## src/rtl/keypad_pkg.sv

```systemverilog
// Shared types and helpers for the 4x4 matrix keypad scan controller.
// Row/column index 0 maps to bit 3 of the rows/cols buses.
package keypad_pkg;

   typedef logic [3:0] key_code_t;

   typedef enum logic [1:0] {
      ST_IDLE,
      ST_SCAN,
      ST_EVAL
   } scan_state_t;

   typedef enum logic [1:0] {
      RES_NONE,
      RES_KEY,
      RES_MULTI
   } scan_res_t;

   localparam int unsigned FIFO_DEPTH = 4;

   // Codes count down from the top-left key so that row 0 / column 0 is 4'b1111.
   function automatic key_code_t make_code(input logic [1:0] row_idx, input logic [1:0] col_idx);
      return {2'd3 - row_idx, 2'd3 - col_idx};
   endfunction

endpackage

```

## src/rtl/keypad_fifo.sv

```systemverilog
// Four-entry first-word-fall-through queue of key codes.
// A pop frees a slot in the same cycle, so push+pop on a full queue is accepted.
module keypad_fifo
   import keypad_pkg::*;
(
   input  logic       clk,
   input  logic       rst_n,
   input  logic       push,
   input  logic [3:0] push_code,
   input  logic       pop,
   output logic [3:0] head,
   output logic       full,
   output logic       empty
);

   logic [3:0] mem [FIFO_DEPTH];
   logic [1:0] wr_ptr;
   logic [1:0] rd_ptr;
   logic [2:0] count;
   logic       do_push;
   logic       do_pop;

   assign full    = (count == 3'(FIFO_DEPTH));
   assign empty   = (count == 3'd0);
   assign do_pop  = pop && !empty;
   assign do_push = push && (!full || do_pop);
   // Head reads as zero while empty so the output has a defined reset value.
   assign head    = empty ? 4'b0000 : mem[rd_ptr];

   always_ff @(posedge clk or negedge rst_n) begin
      if (!rst_n) begin
         wr_ptr <= '0;
         rd_ptr <= '0;
         count  <= '0;
      end else begin
         if (do_push) wr_ptr <= wr_ptr + 2'd1;
         if (do_pop)  rd_ptr <= rd_ptr + 2'd1;
         case ({do_push, do_pop})
            2'b10:   count <= count + 3'd1;
            2'b01:   count <= count - 3'd1;
            default: count <= count;
         endcase
      end
   end

   always_ff @(posedge clk) begin
      if (do_push) mem[wr_ptr] <= push_code;
   end

endmodule

```

## src/rtl/keypad_scan_ctrl.sv

```systemverilog
// 4x4 keypad scanner: column strobing, row sampling, debounce with ghost
// rejection, and a small key-code queue drained by the MCU.
module keypad_scan_ctrl
   import keypad_pkg::*;
#(
   parameter int unsigned SETTLE_CYCLES  = 8,
   parameter int unsigned DEBOUNCE_SCANS = 4
) (
   input  logic       clk,
   input  logic       rst_n,
   input  logic       enable,
   input  logic [3:0] rows,
   output logic [3:0] cols,
   output logic       key_valid,
   output logic [3:0] key_code,
   input  logic       key_ack,
   output logic       key_down,
   output logic       overflow,
   input  logic       clear_ovf
);

   localparam int unsigned    T_W    = $clog2(SETTLE_CYCLES);
   localparam logic [T_W-1:0] T_LAST = T_W'(SETTLE_CYCLES - 1);
   localparam logic [3:0]     DB_MAX = 4'(DEBOUNCE_SCANS);

   logic [3:0]     rows_p0;
   logic [3:0]     rows_p1;
   scan_state_t    state;
   scan_state_t    state_nx;
   logic [1:0]     col;
   logic [1:0]     col_nx;
   logic [T_W-1:0] tcnt;
   logic [T_W-1:0] tcnt_nx;
   logic           sample;
   logic [3:0]     snap [4];

   logic [4:0]     nzero;
   key_code_t      hit_code;
   scan_res_t      res;

   scan_res_t      cand_res;
   key_code_t      cand_code;
   logic [3:0]     stable_cnt;
   logic           rep_key;
   key_code_t      rep_code;
   logic           same;
   logic [3:0]     cnt_nx;
   logic           settled;
   logic           push;
   logic           fifo_full;
   logic           fifo_empty;
   logic           drop;

   // Stage p0/p1: two-flop synchronizer for the asynchronous rows.
   always_ff @(posedge clk or negedge rst_n) begin
      if (!rst_n) begin
         rows_p0 <= 4'b1111;
         rows_p1 <= 4'b1111;
      end else begin
         rows_p0 <= rows;
         rows_p1 <= rows_p0;
      end
   end

   always_ff @(posedge clk or negedge rst_n) begin
      if (!rst_n) begin
         state <= ST_IDLE;
         col   <= '0;
         tcnt  <= '0;
      end else begin
         state <= state_nx;
         col   <= col_nx;
         tcnt  <= tcnt_nx;
      end
   end

   always_comb begin
      state_nx = state;
      col_nx   = col;
      tcnt_nx  = tcnt;
      sample   = 1'b0;
      if (!enable) begin
         state_nx = ST_IDLE;
         col_nx   = '0;
         tcnt_nx  = '0;
      end else begin
         case (state)
            ST_IDLE: begin
               state_nx = ST_SCAN;
               col_nx   = '0;
               tcnt_nx  = '0;
            end
            ST_SCAN: begin
               if (tcnt == T_LAST) begin
                  sample  = 1'b1;
                  tcnt_nx = '0;
                  if (col == 2'd3) begin
                     state_nx = ST_EVAL;
                     col_nx   = '0;
                  end else begin
                     col_nx = col + 2'd1;
                  end
               end else begin
                  tcnt_nx = tcnt + T_W'(1);
               end
            end
            ST_EVAL: begin
               state_nx = ST_SCAN;
               col_nx   = '0;
               tcnt_nx  = '0;
            end
            default: state_nx = ST_IDLE;
         endcase
      end
   end

   // Strobes decode from registered state only, so they never glitch on input changes.
   assign cols = (state == ST_SCAN) ? ~(4'b1000 >> col) : 4'b1111;

   always_ff @(posedge clk) begin
      if (sample) snap[col] <= rows_p1;
   end

   always_comb begin
      nzero    = '0;
      hit_code = '0;
      for (int c = 0; c < 4; c++) begin
         for (int b = 0; b < 4; b++) begin
            if (!snap[c][b]) begin
               nzero    = nzero + 5'd1;
               hit_code = make_code(2'(3 - b), 2'(c));
            end
         end
      end
      if (nzero == 5'd0)      res = RES_NONE;
      else if (nzero == 5'd1) res = RES_KEY;
      else                    res = RES_MULTI;
   end

   always_comb begin
      same    = (res == cand_res) && ((res != RES_KEY) || (hit_code == cand_code));
      cnt_nx  = 4'd1;
      if (same) cnt_nx = (stable_cnt == DB_MAX) ? DB_MAX : stable_cnt + 4'd1;
      settled = (cnt_nx == DB_MAX);
      push    = (state == ST_EVAL) && enable && settled && (res == RES_KEY) &&
                (!rep_key || (rep_code != hit_code));
   end

   // Debounce state lives only while scanning; disabling forgets any held key.
   always_ff @(posedge clk or negedge rst_n) begin
      if (!rst_n) begin
         cand_res   <= RES_NONE;
         cand_code  <= '0;
         stable_cnt <= '0;
         rep_key    <= 1'b0;
         rep_code   <= '0;
         key_down   <= 1'b0;
      end else if (!enable) begin
         cand_res   <= RES_NONE;
         cand_code  <= '0;
         stable_cnt <= '0;
         rep_key    <= 1'b0;
         rep_code   <= '0;
         key_down   <= 1'b0;
      end else if (state == ST_EVAL) begin
         cand_res   <= res;
         cand_code  <= hit_code;
         stable_cnt <= cnt_nx;
         if (settled && (res == RES_KEY)) begin
            rep_key  <= 1'b1;
            rep_code <= hit_code;
            key_down <= 1'b1;
         end else if (settled && (res == RES_NONE)) begin
            rep_key  <= 1'b0;
            key_down <= 1'b0;
         end
      end
   end

   keypad_fifo u_fifo (
      .clk       (clk),
      .rst_n     (rst_n),
      .push      (push),
      .push_code (hit_code),
      .pop       (key_ack),
      .head      (key_code),
      .full      (fifo_full),
      .empty     (fifo_empty)
   );

   assign key_valid = !fifo_empty;
   assign drop      = push && fifo_full && !(key_ack && key_valid);

   always_ff @(posedge clk or negedge rst_n) begin
      if (!rst_n)         overflow <= 1'b0;
      else if (drop)      overflow <= 1'b1;
      else if (clear_ovf) overflow <= 1'b0;
   end

endmodule

```

## config.mk

```make
export PLATFORM = sky130hd
export DESIGN_NAME = keypad_scan_ctrl
export DESIGN_NICKNAME = d
export VERILOG_FILES = /design/src/rtl/keypad_pkg.sv /design/src/rtl/keypad_fifo.sv /design/src/rtl/keypad_scan_ctrl.sv
export SDC_FILE = /design/constraint.sdc
export NUM_CORES = 1
export LEC_CHECK = 0
export ABC_AREA = 1
export CAP_MARGIN = 20
export CORE_MARGIN = 2
export CORE_UTILIZATION = 30
export DETAILED_ROUTE_END_ITERATION = 12
export HOLD_SLACK_MARGIN = 0.15
export PLACE_DENSITY_LB_ADDON = 0.25
export SYNTH_ARGS = -nofsm -noshare
export SYNTH_HDL_FRONTEND = slang
export SYNTH_HIERARCHICAL = 1
export SYNTH_SLANG_ARGS = --single-unit
```

## constraint.sdc

```tcl
create_clock -name clk -period 27.2 [get_ports clk]
set_clock_uncertainty 0.05 [all_clocks]
set_input_delay 2.72 -clock clk [delete_from_list [all_inputs] [get_ports clk]]
set_output_delay 2.72 -clock clk [all_outputs]
set_load 0.1 [all_outputs]
```

# Word level (Yosys, flattened, before mapping)
# Memory sizes are Yosys's and may differ from the RTL's.
# Index checks and enable logic that the tools add are counted.
dict set report totals {
  mem_count 2
  regBits 38
  ramBits 32
  input_bits 9
  out_inout_bits 11
}
dict set report op_classes {
  n_addsub 22
  n_reduce_logical 29
  n_eq_ne 21
  shifts 1
  muxes 72
  n_bitwise 1
}
# name depth width read_ports rd_clocked_by_memory_dff wr line_no
set memory_table {}
lappend memory_table {snap 4 4 4 0 1 keypad_scan_ctrl.sv:35} ;# logic [3:0] snap [4];
lappend memory_table {u_fifo.mem 4 4 1 0 1 keypad_fifo.sv:16} ;# logic [3:0] mem [FIFO_DEPTH];
# op n
set ops {}
lappend ops {{4-bit 2-to-1 mux} 26}
lappend ops {{5-bit by 1-bit adder with 5-bit output, second input constant} 15}
lappend ops {{5-bit 2-to-1 mux} 15}
lappend ops {{2-bit 2-to-1 mux} 11}
lappend ops {{1-bit 2-to-1 mux} 14}
lappend ops {{3-bit one-hot mux with 2 select lines} 2}
lappend ops {{1-bit logical AND} 11}
lappend ops {{4-bit by 3-bit == test with 1-bit output, second input constant} 2}
lappend ops {{2-bit one-hot mux with 2 select lines} 2}
lappend ops {{2-bit AND reduction} 4}
lappend ops {{2-bit by 1-bit adder with 2-bit output, second input constant} 3}
lappend ops {{3-bit by 1-bit adder with 3-bit output, second input constant} 2}
lappend ops {{2-bit by 1-bit == test with 1-bit output, second input constant} 3}
lappend ops {{2-bit == test, second input constant} 3}
lappend ops {{3-bit == test, second input constant} 2}
lappend ops {{3-bit 2-to-1 mux} 2}
lappend ops {{2-bit by 1-bit != test with 1-bit output, second input constant} 3}
lappend ops {{3-bit != test, second input constant} 2}
lappend ops {{5-bit by 1-bit == test with 1-bit output, second input constant} 1}
lappend ops {{5-bit zero test} 1}
lappend ops {{4-bit by 1-bit adder with 4-bit output, second input constant} 1}
lappend ops {{4-bit == test} 1}
lappend ops {{1-bit zero test} 4}
lappend ops {{2-bit zero test} 2}
lappend ops {{other kinds (11)} 14}

# Longest topological paths before layout
# An unclocked memory read counts as a cell.
dict set report depth {
  word_depth 46
  mapped_depth 75
}

# Hierarchy
# The synthesis kept the hierarchy.
# module area_per_inst_um2 n_inst cells_per_inst
set modules_own_cells {}
lappend modules_own_cells {keypad_scan_ctrl 4008.8 1 578}
lappend modules_own_cells {keypad_fifo 1082.3 1 102}

# Worst setup path after synthesis
# Ideal clock, no wire load.
dict set report synth_timing {
  kind {register -> register}
  from {memory snap[0][1]}
  to {register u_fifo.count[1]}
  period_less_slack_ns 10.858
  slack_ns 16.342
  path_stages_with_launch 72
  t_arrival_ns 10.732
  cell_sequence {edfxtp_1 -> inv_1 -> ha_1 -> inv_2 -> nand2_4 -> nand2_2 -> ha_1 -> nand2_1 -> nand2_1 -> ha_1 -> or2_2 -> nand2_1 -> inv_1 -> ha_1 -> or2_2 -> nand2_1 -> inv_1 -> ha_1 -> [36 not listed] -> nand2_1 -> o21ai_0 -> inv_1 -> nand2_1 -> nor2_2 -> nand2_2 -> nand2_2 -> nand2_2 -> nor2_4 -> nand3_2 -> nor2_4 -> inv_2 -> nor2_2 -> nand3b_2 -> fa_1 -> inv_1 -> nand2_1 -> o21ai_1}
}
# element line_no
set synth_rtl {}
lappend synth_rtl {{from (decl)} keypad_scan_ctrl.sv:35}
lappend synth_rtl {{to (signal assigned)} keypad_fifo.sv:39} ;# 2'b10: count <= count + 3'd1;
lappend synth_rtl {{to (signal assigned)} keypad_fifo.sv:40} ;# 2'b01: count <= count - 3'd1;
lappend synth_rtl {{to (signal assigned)} keypad_fifo.sv:41} ;# default: count <= count;
lappend synth_rtl {{to (decl)} keypad_fifo.sv:19} ;# logic [2:0] count;

==> flow_summary.ini <==
[sta]
timing.final.crit_share_pct = 41.98
hold_viol_final = 0
slew_violations = 0
fin_tns_setup_ps = 0
max_freq_mhz = 87.57
min_period_ps = 11420
tightest_slew_ps = 968.0
rsz0062_at_grt = false
relSlewSlack_pct = 35.27
setup_violations = 0

[worst_setup_path]
path_common_cell = nand2_1
end_kind = flop
start_kind = flop
required_ps = 27410
critPathTopFamily = simple AND/OR/NAND/NOR gates
slowest_stage = fa_1
critPathArrivalTime_ps = 11630
max_stage_delay_ps = 420
path_class = reg -> reg
path_buf_inv = 16
cp_max_fo = 6

[route]
drcViolationCount = 0
dr.pass1.iters = 4
drtIter0Drc = 151
vias = 4016
viasPerCell = 4.318
wl_per_cell_um = 10.50
wl_um = 9769
postRouteAntennaNets = 0

[cts]
cts.path.max_buffers = 2
cts-root-buf = clkbuf_16
clkLatencyLatePin_ps = 330
cts_made_buffers = 9
cts.sinks = 70
postCtsSetupRepairBufs = 0
cts-htree-levels = 3
hold_buffers = 0
ctsResizeCount = 0
clk_pin_slew_worst_paths_ps = 60
cts_tree = yes

[global_route]
track_usage_pct = 11.81
grt_pass1_vias = 3974
grt.overflow.total = 0
grt_pass1_wl_um = 17520
antenna_found_initial = 0
grt_max_degree = 39

[logic_synthesis]
ys_seq_area_share_pct = 37.75
ys_warn_count = 6
synthCells = 680
synth_top_area_share_pct = 18.87
ys.flop_type = edfxtp_1
synthTopCellsByArea = edfxtp_1 (19%), dfrtp_1 (15%), nand2_1 (12%)
synthArstFlopShare_pct = 54.29
synth_cell_type_count = 43
synth-edff-count = 32
syn_area_per_cell_um2 = 7.487
syn_nets = 718
ys_seq_elements = 70
synth_area_um2 = 5091
yosys.area.top_type = edfxtp_1

[power_and_ir_drop]
peakVddDrop_mv = 0.03507
power_density_nw_per_um2 = 55.92
p_leak_nw = 2.929

[floorplanning]
die-area_um2 = 18030
ios = 20
rows = 47
start_util_pct = 30.70
fp.dieH_um = 134.3
die_w_um = 134.3
coreArea_um2 = 16580

[layout]
final_common_cell = nand2_1
drive_above_1_share_pct = 17.75
antennaDiodeCount = 0
layout_common_cells = nand2_1 (163), inv_1 (122), nor2_1 (59)
final_nets = 743
layout.cells.non_filler = 930
syn2layout_area_growth_pct = 14.18

[run]
drv_cap = 0

[status]
status = complete, no violations

[placement]
dp.cells = 914
place.gp.congestion = 0.7868
numPortBuffers = 19
place_hpwl_um = 7745

[min_path]
min_path_type = reg -> reg
-- cell families after synthesis --
group	after synthesis	synth area share [%]
xor+xnor	6	1.032
fa+ha+maj	29	7.275
compound gates	51	5.825
simple gates	386	37.53
flops	70	37.75
buf+inv	138	10.59
-- registers in the layout, summed over array words and instances, names as in the netlist, 4 cells and up --
register,cells
cand_code,4
rep_code,4
snap,16
u_fifo/mem,16
stable_cnt,4
rows_p0,4
rows_p1,4
-- where the power goes --
group	internal [W]	total, W	switching, W	leakage (nW)
Clock	0.0000697	0.000113	0.0000428	0.140
Sequential	0.000116	0.000123	0.00000735	0.773
Combinational	0.0000227	0.0000894	0.0000667	2.02
-- worst register-to-register path: cells and delay by family (launching register included) --
kind                       cells  cell delay [ps]
AOI/OAI and AO/OA              2              130
adders and majority gates     15             4160
buffers and inverters         16              880
DFF                            1              390
and+or+nand+nor               38             5760
-- final cells by class --
type | instances | area, um2
Clock buffer | 12 | 267.8
Clock inverter | 4 | 28.78
Fill cell | 1781 | 10770
Inverter | 133 | 504.2
Multi-Input combinational cell | 472 | 2630
Sequential cell | 70 | 1922
Tap cell | 220 | 275.3
Timing Repair Buffer | 19 | 185.2
-- through the flow --
| stage | power, W | utilization (%) | hold slack [ps] | worst slack [ps] | area (um2) |
|---|---|---|---|---|---|
| after floorplan | 0.0001944 | - | 295.2 | 16340 | 5091 |
| after global placement | 0.0002153 | 33.27 | 298.6 | 15910 | 5517 |
| after detailed placement | 0.0002158 | 33.27 | 296.8 | 15720 | 5517 |
| after CTS | 0.0003299 | 35.05 | 304.7 | 15710 | 5813 |
| after global routing | 0.0003428 | 35.05 | 308.1 | 14740 | 5813 |
| final | 0.0003250 | 35.05 | 304.0 | 15780 | 5813 |
-- Yosys cell counts (2+ instances only) --
library cell and count:
nor2_4 4, nand3_1 57, a21oi_1 10, nor3_1 4, inv_1 122, or2_2 11, o22ai_1 4, nor2_2 7
nand4_1 4, ha_1 28, nand2_4 6, inv_2 10, xor2_1 4, nor2_1 59, nand3_2 14, edfxtp_1 32
clkbuf_1 2, nor4_1 3, dfstp_2 8, o21ai_0 27, xnor2_1 2, nand2_2 44, dfrtp_1 30, nand2_1 163
nand3b_1 6, buf_6 2
-- worst paths after layout --
check,start,end,slack (ps),cells after the start
min,rows_p0[1],rows_p1[1],300,0
min in group asynchronous,rst_n,u_fifo/rd_ptr[1],2440,1
max,snap[0][1],u_fifo/count[1],15780,71
min reg2reg,rows_p0[1],rows_p1[1],300,0
max reg2reg,snap[0][1],u_fifo/count[1],15780,71
max in group asynchronous,rst_n,cand_code[3],24110,1
-- metal layers --
metal  vias to the layer above  share of wire, %  GRT usage (%)
met5                         -                 0              0
met4                         0               1.7          3.977
met3                        14               1.8          2.230
met1                      1784                51          15.09
met2                        32                46          20.04
li1                       2186                 -              -
Power figures use the tool's default switching activity.
